### config.mk
export PLATFORM = sky130hd
export DESIGN_NAME = pipe_barrel_shifter
export DESIGN_NICKNAME = d
export VERILOG_FILES = /design/src/rtl/pipe_barrel_shifter.sv
export SDC_FILE = /design/constraint.sdc
export NUM_CORES = 1
export LEC_CHECK = 0
export ABC_AREA = 1
export BUFFER_PORTS_ARGS = -buffer_cell sky130_fd_sc_hd__buf_4
export CORE_MARGIN = 8
export CORE_UTILIZATION = 45
export CTS_BUF_LIST = sky130_fd_sc_hd__clkbuf_4 sky130_fd_sc_hd__clkbuf_8 sky130_fd_sc_hd__clkbuf_16
export DETAILED_ROUTE_END_ITERATION = 16
export HOLD_SLACK_MARGIN = 0.15
export PLACE_DENSITY = 0.63
export SKIP_CTS_REPAIR_TIMING = 1
export SKIP_LAST_GASP = 1
export SYNTH_ARGS = -nofsm -noshare
export SYNTH_HDL_FRONTEND = slang
export SYNTH_SLANG_ARGS = --single-unit
### constraint.sdc
create_clock -name clk -period 1.5 [get_ports clk]
set_input_delay 0.075 -clock clk [delete_from_list [all_inputs] [get_ports clk]]
set_output_delay 0.075 -clock clk [all_outputs]
set_load 0.03 [all_outputs]
### src/rtl/pipe_barrel_shifter.sv
// rtl/pipe_barrel_shifter.sv - two-stage pipelined barrel shifter/rotator with ready/valid handshake
// Optional registered zero flag on the result when BSH_ZERO_FLAG_EN is defined.
module pipe_barrel_shifter #(
    parameter int N = 3,
    localparam int W = 1 << N
) (
    input  logic         clk,
    input  logic         reset_n,
    input  logic         in_valid,
    output logic         in_ready,
    input  logic [W-1:0] a,
    input  logic [N-1:0] amt,
    input  logic [1:0]   op,
    input  logic         s,
    output logic         out_valid,
    input  logic         out_ready,
    output logic [W-1:0] y
`ifdef BSH_ZERO_FLAG_EN
    ,
    output logic         zero
`endif
);

    localparam logic [1:0] OP_SRL = 2'b00;
    localparam logic [1:0] OP_SRA = 2'b01;
    localparam logic [1:0] OP_ROL = 2'b11;

    logic         s1_valid;
    logic [W-1:0] s1_a;
    logic [N-1:0] s1_amt;
    logic [1:0]   s1_op;
    logic         s1_s;

    logic         s2_adv;
    logic         in_fire;

    // Stage 2 frees up when empty or draining; stage 1 may then refill in the same cycle.
    assign s2_adv   = !out_valid || out_ready;
    assign in_ready = !s1_valid || s2_adv;
    assign in_fire  = in_valid && in_ready;

    logic         rot_l;
    logic         rotate;
    logic         fill;
    logic [W-1:0] a_rev;
    logic [W-1:0] pre;
    logic [W-1:0] core;
    logic [W-1:0] core_rev;
    logic [W-1:0] post;
    logic [W-1:0] post_rev;
    logic [W-1:0] result;
    logic [W-1:0] lvl [0:N];

    assign rot_l  = (s1_op == OP_ROL);
    assign rotate = s1_op[1];
    assign fill   = (s1_op == OP_SRA) && s1_a[W-1];

    for (genvar i = 0; i < W; i++) begin : g_rev
        assign a_rev[i]    = s1_a[W-1-i];
        assign core_rev[i] = core[W-1-i];
        assign post_rev[i] = post[W-1-i];
    end

    // Rotate left is done as a right rotate of the bit-reversed operand, reversed back.
    assign pre    = rot_l ? a_rev : s1_a;
    assign lvl[0] = pre;

    for (genvar k = 0; k < N; k++) begin : g_stage
        localparam int SH = 1 << k;
        logic [W-1:0] moved;
        assign moved = rotate ? {lvl[k][SH-1:0], lvl[k][W-1:SH]}
                              : {{SH{fill}}, lvl[k][W-1:SH]};
        assign lvl[k+1] = s1_amt[k] ? moved : lvl[k];
    end

    assign core   = lvl[N];
    assign post   = rot_l ? core_rev : core;
    assign result = s1_s ? post_rev : post;

    always_ff @(posedge clk or negedge reset_n) begin
        if (!reset_n) begin
            s1_valid <= 1'b0;
            s1_a     <= '0;
            s1_amt   <= '0;
            s1_op    <= OP_SRL;
            s1_s     <= 1'b0;
        end else if (in_ready) begin
            s1_valid <= in_valid;
            if (in_fire) begin
                s1_a   <= a;
                s1_amt <= amt;
                s1_op  <= op;
                s1_s   <= s;
            end
        end
    end

    always_ff @(posedge clk or negedge reset_n) begin
        if (!reset_n) begin
            out_valid <= 1'b0;
            y         <= '0;
        end else if (s2_adv) begin
            out_valid <= s1_valid;
            if (s1_valid) begin
                y <= result;
            end
        end
    end

`ifdef BSH_ZERO_FLAG_EN
    // Registered with y under the same enable so the flag can never disagree with it.
    always_ff @(posedge clk or negedge reset_n) begin
        if (!reset_n) begin
            zero <= 1'b1;
        end else if (s2_adv && s1_valid) begin
            zero <= (result == '0);
        end
    end
`endif

endmodule
==> Yosys cells after proc, flatten, opt, wreduce, memory -nomap -nowiden <==
Index checks and enable logic that the tools add are counted.
{ "op_classes": {"mux": 9, "n_eq_ne": 2, "reduce_logical": 8} }
{ "op_table": {"columns": ["operator", "n"], "rows": [
  ["$mux W8", 9],
  ["$reduce_and A2 Y1", 2],
  ["$eq A2 B1 Y1 const B", 1],
  ["$eq A2 B2 Y1 const B", 1],
  ["$logic_and A1 B1 Y1", 2],
  ["$logic_not A1 Y1", 2],
  ["$logic_or A1 B1 Y1", 2]
]} }
{ "totals": {"output_inout_bits": 10, "elab_cells": 26, "ff_bits": 24, "in_bits": 18} }

==> Longest topological paths before layout <==
Gate-level depths: netlist of the first run.
{ "depth": {"word_depth": 10, "ltp_mapped": 13, "mapped_depth_nobuf": 11} }

==> Worst setup path after synthesis of the first run <==
OpenSTA, ideal clock, no wires.
{ "synth_path": {"path_kind": "register -> register", "startpoint": "register out_valid", "endpoint": "register s1_a[1]", "required_ns": 1.422, "n_path_buf": 1, "synth_period_minus_slack_ns": 1.709, "path_slack_ns": -0.209, "setup_ns": 0.078, "arrival_ns": 1.632, "path_stages_with_launch": 6, "path_cell_list": "dfrtp_1 nand3_1 nand2_1 clkbuf_1 nor2_1 a21oi_1"} }
{ "synth_between": {"elab_chain_cells": 5} }
{ "synth_rtl": {"columns": ["item", "line_no", "rtl"], "rows": [
  ["start: declaration", "15", "output logic out_valid,"],
  ["start signal: assignment", "103", "out_valid <= s1_valid;"],
  ["$logic_not A1 Y1 (*)", "38", "assign s2_adv = !out_valid || out_ready;"],
  ["$logic_or A1 B1 Y1 (*)", "38", null],
  ["$logic_or A1 B1 Y1 (*)", "39", "assign in_ready = !s1_valid || s2_adv;"],
  ["net in_ready", "10", "output logic in_ready,"],
  ["$logic_and A1 B1 Y1", "40", "assign in_fire = in_valid && in_ready;"],
  ["$reduce_and A2 Y1 (no source line) (*)", null, null],
  ["end signal: assignment", "83", "s1_a <= '0;"],
  ["end signal: assignment", "90", "s1_a <= a;"],
  ["end: declaration", "29", "logic [W-1:0] s1_a;"]
]} }
The timed path passes the listed nets; every way through them passes the cells marked *.
A chain may end at the register's enable or synchronous reset.

==> Worst setup path in the final report of the first run <==
{ "layout_path": {"startpoint": "register s1_op[1]", "endpoint": "register y[0]"} }
{ "layout_between": {"elab_chain_cells": 10, "elab_cells_between_ends": 12, "cone_classes": "eq/ne: 2; mux: 9; reduce/logical: 1"} }
{ "layout_rtl": {"columns": ["item", "line_no", "rtl"], "rows": [
  ["start: declaration", "31", "logic [1:0] s1_op;"],
  ["start signal: assignment", "92", "s1_op <= op;"],
  ["$eq A2 B2 Y1", "54", "assign rot_l = (s1_op == OP_ROL);"],
  ["$mux W8", "65", "assign pre = rot_l ? a_rev : s1_a;"],
  ["$mux W8", "71", "assign moved = rotate ? {lvl[k][SH-1:0], lvl[k][W-1:SH]}"],
  ["$mux W8", "73", "assign lvl[k+1] = s1_amt[k] ? moved : lvl[k];"],
  ["$mux W8", "71", null],
  ["$mux W8", "73", null],
  ["$mux W8", "71", null],
  ["$mux W8", "73", null],
  ["$mux W8 (*)", "77", "assign post = rot_l ? core_rev : core;"],
  ["$mux W8 (*)", "78", "assign result = s1_s ? post_rev : post;"],
  ["end signal: assignment", "105", "y <= result;"],
  ["end: declaration", "17", "output logic [W-1:0] y"]
]} }
Every way passes the cells marked *; elsewhere a longest branch is shown, timed or not.

==> results of run 1 <==
[kinds of logic (layout without fill, tap and decap cells)]
| kind of cell | count (synthesis) | in the layout | synth area share |
|---|---|---|---|
| AOI/OAI and AO/OA | 11 | 11 | 0.03413 |
| buffers and inverters | 23 | 79 | 0.07991 |
| DFF | 24 | 24 | 0.3724 |
| muxes | 3 | 3 | 0.02094 |
| and+or+nand+nor | 163 | 164 | 0.4926 |
[area by class of cell]
cell class	count	area (um2)
fillers	240	793.3
multi-input cells	178	1313
flip-flops and latches	24	603.1
repair buffers	62	538.0
well taps	46	57.56
inverters	14	62.56
clock buffers	3	22.52
[power by group]
| part | leakage, nW | switching [mW] | internal, mW |
|---|---|---|---|
| Sequential | 0.275 | 0.137 | 0.812 |
| Combinational | 0.954 | 1.24 | 0.787 |
| Clock | 0.0138 | 0.192 | 0.0942 |
| Total | 1.24 | 1.57 | 1.69 |
[synth_stat cells]
master,n,share of area
a21oi_1,11,0.034
buf_2,2,0.0062
buf_6,5,0.035
clkbuf_1,2,0.0047
clkinv_1,2,0.0047
dfrtp_1,24,0.37
inv_1,9,0.021
inv_2,2,0.0047
inv_4,1,0.0039
mux2_2,3,0.021
nand2_1,64,0.15
nand2_2,1,0.0039
nand2_4,4,0.028
nand2_8,1,0.012
nand3_1,72,0.22
nand3_2,7,0.043
nor2_1,14,0.033
[registers in the layout (all words and copies together) (netlist names)]
register   flops
s1_valid       1
s1_s           1
s1_op          2
y              8
s1_a           8
s1_amt         3
out_valid      1
[worst max-delay path, cell delays in order (launching register included)]
cell and delay (ns):
dfrtp_2 0.53, buf_6 0.19, nand3_4 0.09, nand2_2 0.06, nand2_2 0.10, nand2_2 0.07, nand2_2 0.09, nand3_2 0.12
nand3_2 0.09, nand3_1 0.08, nand3_1 0.09, nand2_1 0.06
[layer usage]
metal  vias to the layer above  share of wire
met5                         -              0
met4                         0          0.023
met3                        11          0.053
met2                        63           0.49
met1                       841           0.43
li1                        869              -
[worst min-delay path by stage]
stage	endpoint	startpoint	depth (start not counted)	slack [ns]
CTS	s1_a[0]	reset_n	1	-0.36
global route	s1_valid	in_valid	3	0.18
finish	s1_valid	in_valid	3	0.16
floorplan	out_valid	reset_n	0	-0.22
detailed placement	s1_a[0]	reset_n	1	-0.008
global placement	s1_a[0]	reset_n	1	-0.01
[per-stage QoR]
stage / hold WS, ns / utilization / setup TNS, ns / area [um2] / setup slack (ns)
5_1_grt: 0.1850 / 0.7660 / -1.661 / 2596 / -0.2333
3_3_place_gp: -0.01283 / 0.5736 / -0.8071 / 1944 / -0.1208
2_1_floorplan: -0.2206 / - / 0 / 1623 / 0.04544
6_report: 0.1555 / 0.7660 / -0.9521 / 2596 / -0.1489
4_1_cts: -0.3647 / 0.5803 / -1.313 / 1967 / -0.1937
3_5_place_dp: -0.007627 / 0.5736 / -1.026 / 1944 / -0.1600
==> results_dict.tcl, run 1 <==
set metrics [dict create \
    syn_inst 224 \
    grt_max_degree 25 \
    cellPowerDensity_nw_per_um2 1258 \
    antenna_found_initial 0 \
    vias 1784 \
    cts_tree "done" \
    die-height_um 75.87 \
    critPathCaptureType "flip-flop" \
    relSlewSlack 0.7964 \
    grt_util_met1 0.2134 \
    row_count 21 \
    hold_class "in -> reg" \
    ir_worst_vdd_mv 0.6946 \
    start_kind "flip-flop" \
    ios 28 \
    finalWirelength_um 5047 \
    ff2ff_setup_slack_ns -0.15 \
    synth-seq-cells 24 \
    syn_avg_cell_area_um2 7.200 \
    min_period_ns 1.649 \
    reg2regPathDepth 11 \
    cts_root_buffer "clkbuf_4" \
    crit_path_end "y[0]" \
    setup_viol 8 \
    required_ns 1.72 \
    layout_commonest_cell "nand3_2" \
    leakage_nw 1.243 \
    drt-wirelength-per-cell_um 15.43 \
    outcome "finished, violations left" \
    worstReg2RegEnd "y[0]" \
    drt_pass1_iterations 4 \
    die_w_um 75.87 \
    ys_types 17 \
    grt_pass1_wl_um 6624 \
    final_cell_mix "44 x nand3_2, 42 x buf_4, 32 x nand2_2, 32 x nand2_1, 26 x nand3_1" \
    io_buffers 27 \
    coreArea_um2 3390 \
    initial_core_util 0.4758 \
    htree_levels 1 \
    maxSlewViolCount 0 \
    cts_num_sinks 24 \
    max-cap-violations 0 \
    grtUsageMet2 0.2167 \
    cp-startpoint "s1_op[1]" \
    hpwl_um 3025 \
    rsz0062_at_grt "true" \
    syn2layout_area_growth_pct 60.98 \
    top_usage_layer "met2" \
    ys_seq_area_frac 0.3724 \
    clock_latency_ns 0.32 \
    grt_overflow 0 \
    finalWeightedCongestion 0.9066 \
    syn-cell-area_um2 1613 \
    ant_nets 0 \
    reg2reg_from "s1_op[1]" \
    cts_buffers 3 \
    syn-num-nets 242 \
    fmax_mhz 606.5 \
    finalHoldViolCount 0 \
    yosysWarnings 0 \
    total_power_mw 3.267 \
    drive_above_1_share 0.5445 \
    arrival_ns 1.87 \
    layout.nets 301 \
    instances_no_fill 327 \
    drt_first_iter_violations 146 \
    die-area_um2 5756 \
    path_clk_slew_ns 0.13 \
    placed_cells 303 \
    diodes 0 \
    cp_max_fo 7 \
    worst_slack_ns -0.1489 \
    min_period_over_period 1.099 \
    crit_type "reg -> reg" \
    grt_pass1_vias 1496 \
    clockBufferDepth 2 \
    violations "negative setup slack" \
    viasPerCell 5.456 \
    worstMarginPinSlew_ns 0.3054 \
    grtUsageMet3 0.01842 \
    grt.total_usage 0.1457 \
    fin_skew_ns 0.005140 \
    drc 0 \
]
Power figures use the tool's default switching activity.
==> run 2, diff against run 1 <==
CORE_UTILIZATION = 35   (was 45)
PLACE_DENSITY = 0.51   (was 0.63)
==> run 2 against run 1 <==
The flow still finishes with violations (negative setup slack). Register-to-register slack improved by 0.08 ns. Global-route usage fell by 2.8 points. Via count fell by 4.4%. Clock power rose by 58%. Worst setup slack improved by 0.080 ns. Non-clock buffer count did not move. Utilization fell by 19 points. Worst hold slack improved by 0.072 ns. Largest power group unchanged. Highest routed layer unchanged.
==> results_dict.tcl, run 2 (synthesized netlist as in run 1, its figures left out) <==
set metrics [dict create \
    outcome "finished, violations left" \
    violations "negative setup slack" \
    coreArea_um2 4384 \
    grt_pass1_wl_um 7010 \
    maxSlewViolCount 0 \
    relSlewSlack 0.7890 \
    cts_root_buffer "clkbuf_8" \
    cpPeakStageDelay_ns 0.51 \
    cts_num_sinks 24 \
    cts_buffers 3 \
    finalWeightedCongestion 0.8953 \
    critPathTopFamily "simple AND/OR/NAND/NOR gates" \
    row_count 24 \
    diodes 0 \
    die-height_um 83.88 \
    ff2ff_setup_slack_ns -0.07 \
    drt_first_iter_violations 105 \
    rsz0062_at_grt "true" \
    worstMarginPinSlew_ns 0.3164 \
    final_cell_mix "48 x nand3_2, 41 x buf_4, 40 x nand2_1, 27 x nand3_1, 25 x nand2_2" \
    ant_nets 0 \
    fmax_mhz 637.6 \
    cp_max_fo 6 \
    crit_top_cell "nand3_2" \
    crit_type "reg -> reg" \
    htree_levels 1 \
    path_clk_slew_ns 0.08 \
    drc 0 \
    slowest_stage "dfrtp_2" \
    layout.nets 301 \
    drive_above_1_share 0.5071 \
    hold_class "in -> async" \
    finalHoldViolCount 0 \
    antenna_found_initial 0 \
    vias 1706 \
    worstReg2RegEnd "y[2]" \
    crit_chain "buf_6 > nand3_2 > nand3_2 > nand3_1 > nand3_2 > nand3_2 > nand3_1 > nand3_1 > nand2_1" \
    initial_core_util 0.3679 \
    cts_tree "done" \
    grt_pass1_vias 1630 \
    drt-wirelength-per-cell_um 13.34 \
    finish.instance_area_um2 2531 \
    final_util 0.5773 \
    worst_slack_ns -0.06848 \
    syn2layout_area_growth_pct 56.94 \
    hpwl_um 3103 \
    min_period_ns 1.568 \
    min_period_over_period 1.046 \
    clock_latency_ns 0.27 \
    grt.total_usage 0.1173 \
    die-area_um2 7036 \
    arrival_ns 1.74 \
    reg2regPathDepth 9 \
    viasPerCell 5.108 \
    start_kind "flip-flop" \
    clockBufferDepth 2 \
    placed_cells 312 \
    instances_no_fill 334 \
    finalWirelength_um 4454 \
    grt_max_degree 25 \
    setup_viol 8 \
    crit_buf_inv 1 \
    io_buffers 27 \
    grt_overflow 0 \
    max-cap-violations 0 \
    cellPowerDensity_nw_per_um2 1287 \
    die_w_um 83.88 \
    layout_commonest_cell "nand3_2" \
    drt_pass1_iterations 4 \
    post_dp_cell_area_um2 1962 \
    leakage_nw 1.246 \
    reg2reg_from "s1_op[1]" \
    critPathCaptureType "flip-flop" \
    fin_skew_ns 0.001756 \
    reg.largest.list "s1_a: 8 flops, y: 8 flops, s1_amt: 3 flops" \
    ios 28 \
    required_ns 1.67 \
    ir_worst_vdd_mv 0.5495 \
]
[run 2: changes by cell type in the layout (fill, tap and decap cells not counted), moves of 3 or more]
cell      previous run  this run
nand2_2             32        25
clkbuf_8             0         4
clkbuf_4             3         0
nand3_2             44        48
nand3_4              9         4
nand2_1             32        40
[run 2: worst max path at each step]
stage,startpoint,to,slack (ns),depth (start not counted)
floorplan,out_valid,s1_a[0],0.05,3
global placement,s1_op[1],y[6],-0.12,11
detailed placement,s1_op[1],y[6],-0.10,11
CTS,s1_op[1],y[6],-0.13,11
global route,s1_op[1],y[6],-0.17,11
finish,s1_op[1],y[2],-0.07,9
[run 2: stage by stage]
step	setup WS, ns	power (mW)	TNS [ns]	hold WS, ns
after CTS	-0.1259	2.891	-0.8885	-0.3015
after global placement	-0.1166	2.442	-0.8197	-0.005432
after detailed placement	-0.1044	2.438	-0.6771	-0.003239
final	-0.06848	3.257	-0.4028	0.2279
after global routing	-0.1676	3.504	-1.203	0.2425
after floorplan	0.04544	1.972	0	-0.2206
[run 2: cell type report]
| class | instances | area [um2] |
|---|---|---|
| Clock buffer | 4 | 55.05 |
| Fill cell | 400 | 1853 |
| Inverter | 14 | 60.06 |
| Multi-Input combinational cell | 178 | 1215 |
| Sequential cell | 24 | 603.1 |
| Tap cell | 52 | 65.06 |
| Timing Repair Buffer | 62 | 533.0 |
[run 2: routing by layer]
layer / track usage / vias up / wire length (um)
met5: 0 / - / 0
met4: 0.05808 / 0 / 71
met3: 0.02637 / 5 / 169
met2: 0.1761 / 33 / 2080
met1: 0.1526 / 802 / 2133
li1: - / 866 / -
[run 2: worst reg2reg max path: stages, from the launching register on]
cell     delay (ns)
dfrtp_2        0.51
buf_6          0.17
nand3_2        0.08
nand3_2        0.08
nand3_1        0.18
nand3_2        0.13
nand3_2        0.10
nand3_1        0.07
nand3_1        0.08
nand2_1        0.06
[run 2: report_power, final]
group          switching (mW)  internal [mW]
registers               0.127          0.813
logic                    1.13          0.735
clock network           0.218          0.235
total                    1.47           1.78
==> run 3, diff against run 2 <==
ABC_AREA = default   (was 1)
CORE_ASPECT_RATIO = 2   (was default)
PLACE_DENSITY = 0.5   (was 0.51)
==> run 3 against run 2 <==
The run still ends with negative setup slack left. Clock skew rose by 0.0031 ns. Flip-flop and latch count did not move. Non-clock buffer count rose by 48. Synthesized area rose by 15%. Die area rose by 14%. Synthesized cell count fell by 16%. Utilization rose by 3.6 points. Worst setup slack got worse by 0.31 ns. Worst hold slack got worse by 0.054 ns. Register-to-register slack got worse by 0.31 ns. First-iteration DRC count fell by 18%. Largest cell class unchanged. Highest routed layer unchanged.
==> results_dict.tcl, run 3 <==
set metrics [dict create \
    netlist_top_cells_count "24 x dfrtp_1, 14 x mux2_2, 12 x a211oi_1, 12 x nor2_1, 11 x nand2_1" \
    ys.flop_type "dfrtp_1" \
    syn2layout_area_growth_pct 70.27 \
    seqCellArea_um2 606.8 \
    fin_skew_ns 0.004859 \
    relSlewSlack 0.7412 \
    slowest_stage "mux4_2" \
    yosysTopAreaCellShare 0.3243 \
    required_ns 1.65 \
    rsz0062_at_grt "true" \
    switching_share 0.4098 \
    coreArea_um2 5139 \
    cts_root_buffer "clkbuf_8" \
    yosys-top-cells-area "dfrtp_1 32%, mux2_2 8.5%, a211oi_1 4.9%" \
    htree_levels 1 \
    reg.largest.list "s1_a: 8 flops, y: 8 flops, s1_amt: 3 flops" \
    worstMarginPinSlew_ns 0.3846 \
    yosysWarnings 0 \
    cts_buffers 3 \
    ir_worst_vdd_mv 0.9651 \
    min_from "out_ready" \
    critPathCaptureType "flip-flop" \
    yosysMostFrequentCell "dfrtp_1" \
    drc 0 \
    reg2regPathDepth 5 \
    antenna_found_initial 0 \
    worst_slack_ns -0.3749 \
    crit_type "reg -> reg" \
    hpwl_um 5122 \
    critPathTopFamily "compound AO/OA/AOI/OAI gates" \
    viasPerCell 5.879 \
    vias 2034 \
    finalHoldViolCount 0 \
    cpPeakStageDelay_ns 0.54 \
    cp.depth 5 \
    syn_avg_cell_area_um2 9.798 \
    min_period_over_period 1.250 \
    multiInputGateArea_um2 1483 \
    p_comb_frac 0.610 \
    path_clk_slew_ns 0.09 \
    ys_types 56 \
    drive_above_1_share 0.5764 \
    hold_class "in -> reg" \
    switchingPower_mw 1.514 \
    ios 28 \
    clockBufferDepth 2 \
    crit_chain "inv_2 > mux4_2 > o221a_1 > a211oi_2 > a211oi_1" \
    fmax_mhz 533.4 \
    post_dp_cell_area_um2 2549 \
    drt_pass1_iterations 5 \
    layout_commonest_cell "buf_4" \
    grt_max_degree 25 \
    violations "negative setup slack" \
    cts_num_sinks 24 \
    grt_pass1_wl_um 10040 \
    yosysTopAreaCell "dfrtp_1" \
    maxSlewViolCount 0 \
    synth_edf_count 0 \
    grt_pass1_vias 2101 \
    layout.nets 307 \
    dp_slack_ns -0.5040 \
    grt.total_usage 0.1614 \
    start_kind "flip-flop" \
    placed_cells 313 \
    syn-num-nets 207 \
    finish.instance_area_um2 3153 \
    pwr-share-clk 0.124 \
    crit_buf_inv 1 \
    min_period_ns 1.875 \
    clock_latency_ns 0.27 \
    ys_seq_area_frac 0.3243 \
    async_reset_ff_frac 1.000 \
    syn_inst 189 \
    diodes 0 \
    outcome "finished, violations left" \
    leakage_nw 1.357 \
    arrival_ns 2.02 \
    row_count 37 \
    drt_first_iter_violations 86 \
    drt-wirelength-per-cell_um 19.93 \
    ff2ff_setup_slack_ns -0.37 \
    finalWeightedCongestion 0.9020 \
    grt_overflow 0 \
    die_w_um 67.44 \
    final_cell_mix "83 x buf_4, 19 x dfrtp_1, 17 x dlygate4sd3_1, 11 x nor2_1" \
    max-cap-violations 0 \
    die-area_um2 8016 \
    cp_max_fo 5 \
    final.setup.tns_ns -2.528 \
    synth-seq-cells 24 \
    cts_tree "done" \
    instances_no_fill 346 \
    finalWirelength_um 6896 \
    crit_path_end "y[3]" \
    cp-startpoint "s1_amt[0]" \
    ant_nets 0 \
    intPower_mw 2.181 \
    cellPowerDensity_nw_per_um2 1172 \
    syn-cell-area_um2 1852 \
    io_buffers 27 \
    setup_viol 8 \
    nFillCells 422 \
    worstReg2RegEnd "y[3]" \
    initial_core_util 0.3604 \
    p_seq_frac 0.265 \
    die-height_um 118.9 \
    reg2reg_from "s1_amt[0]" \
]
[run 3: cell count changes in the layout (fill, tap and decap cells not counted), moves of 10 or more]
| cell | delta |
|---|---|
| nand3_2 | -48 |
| buf_4 | +42 |
| nand2_1 | -31 |
| nand3_1 | -27 |
| nand2_2 | -22 |
| a21oi_1 | -10 |
[run 3: worst min-delay path: cells and delay by family]
family | cells | cell delay [ns]
buffers and inverters | 1 | 0.08
and+or+nand+nor | 2 | 0.26
[run 3: area by class of cell]
type,instances,share of cell area
tap,58,0.02302
sequential,24,0.1925
timing repair buffer,110,0.2944
multi-input combinational,148,0.4702
clock buffer,4,0.01746
inverter,2,0.002381
[run 3: worst min-delay path by stage]
stage                           end  slack (ns)  cells after the start
after CTS                   s1_a[4]       -0.30                      1
after global placement         y[0]      -0.006                      1
after floorplan           out_valid       -0.22                      0
after global routing      out_valid        0.19                      3
final                     out_valid        0.17                      3
after detailed placement       y[7]       0.002                      1
[run 3: logic make-up (layout without fill, tap and decap cells)]
logic type / after synthesis / count (layout) / synth area share
mux: 27 / 27 / 0.1851
flops: 24 / 24 / 0.3243
simple gates: 60 / 60 / 0.1845
compound gates: 61 / 61 / 0.2541
buf+inv: 17 / 116 / 0.05202
[run 3: power by group through the flow]
stage	combinational [mW]	sequential, mW	clock (mW)
5_1_grt	2.38	1.00	0.496
6_report	2.25	0.981	0.459
3_3_place_gp	1.78	0.971	0
3_5_place_dp	1.81	0.976	0
4_1_cts	1.82	0.964	0.471
2_1_floorplan	0.906	1.11	0
[run 3: per-layer routing]
| metal | GRT usage | vias up | share of wire |
|---|---|---|---|
| li1 | - | 933 | - |
| met1 | 0.1545 | 996 | 0.32 |
| met2 | 0.2968 | 77 | 0.56 |
| met3 | 0.02160 | 28 | 0.047 |
| met4 | 0.1080 | 0 | 0.064 |
| met5 | 0 | - | 0 |
[run 3: per-stage QoR]
step,power (mW),utilization,hold slack [ns]
after floorplan,2.020,-,-0.2206
after global placement,2.753,0.4960,-0.005597
after detailed placement,2.789,0.4960,0.002089
after CTS,3.256,0.5067,-0.2986
after global routing,3.878,0.6136,0.1878
final,3.695,0.6136,0.1741
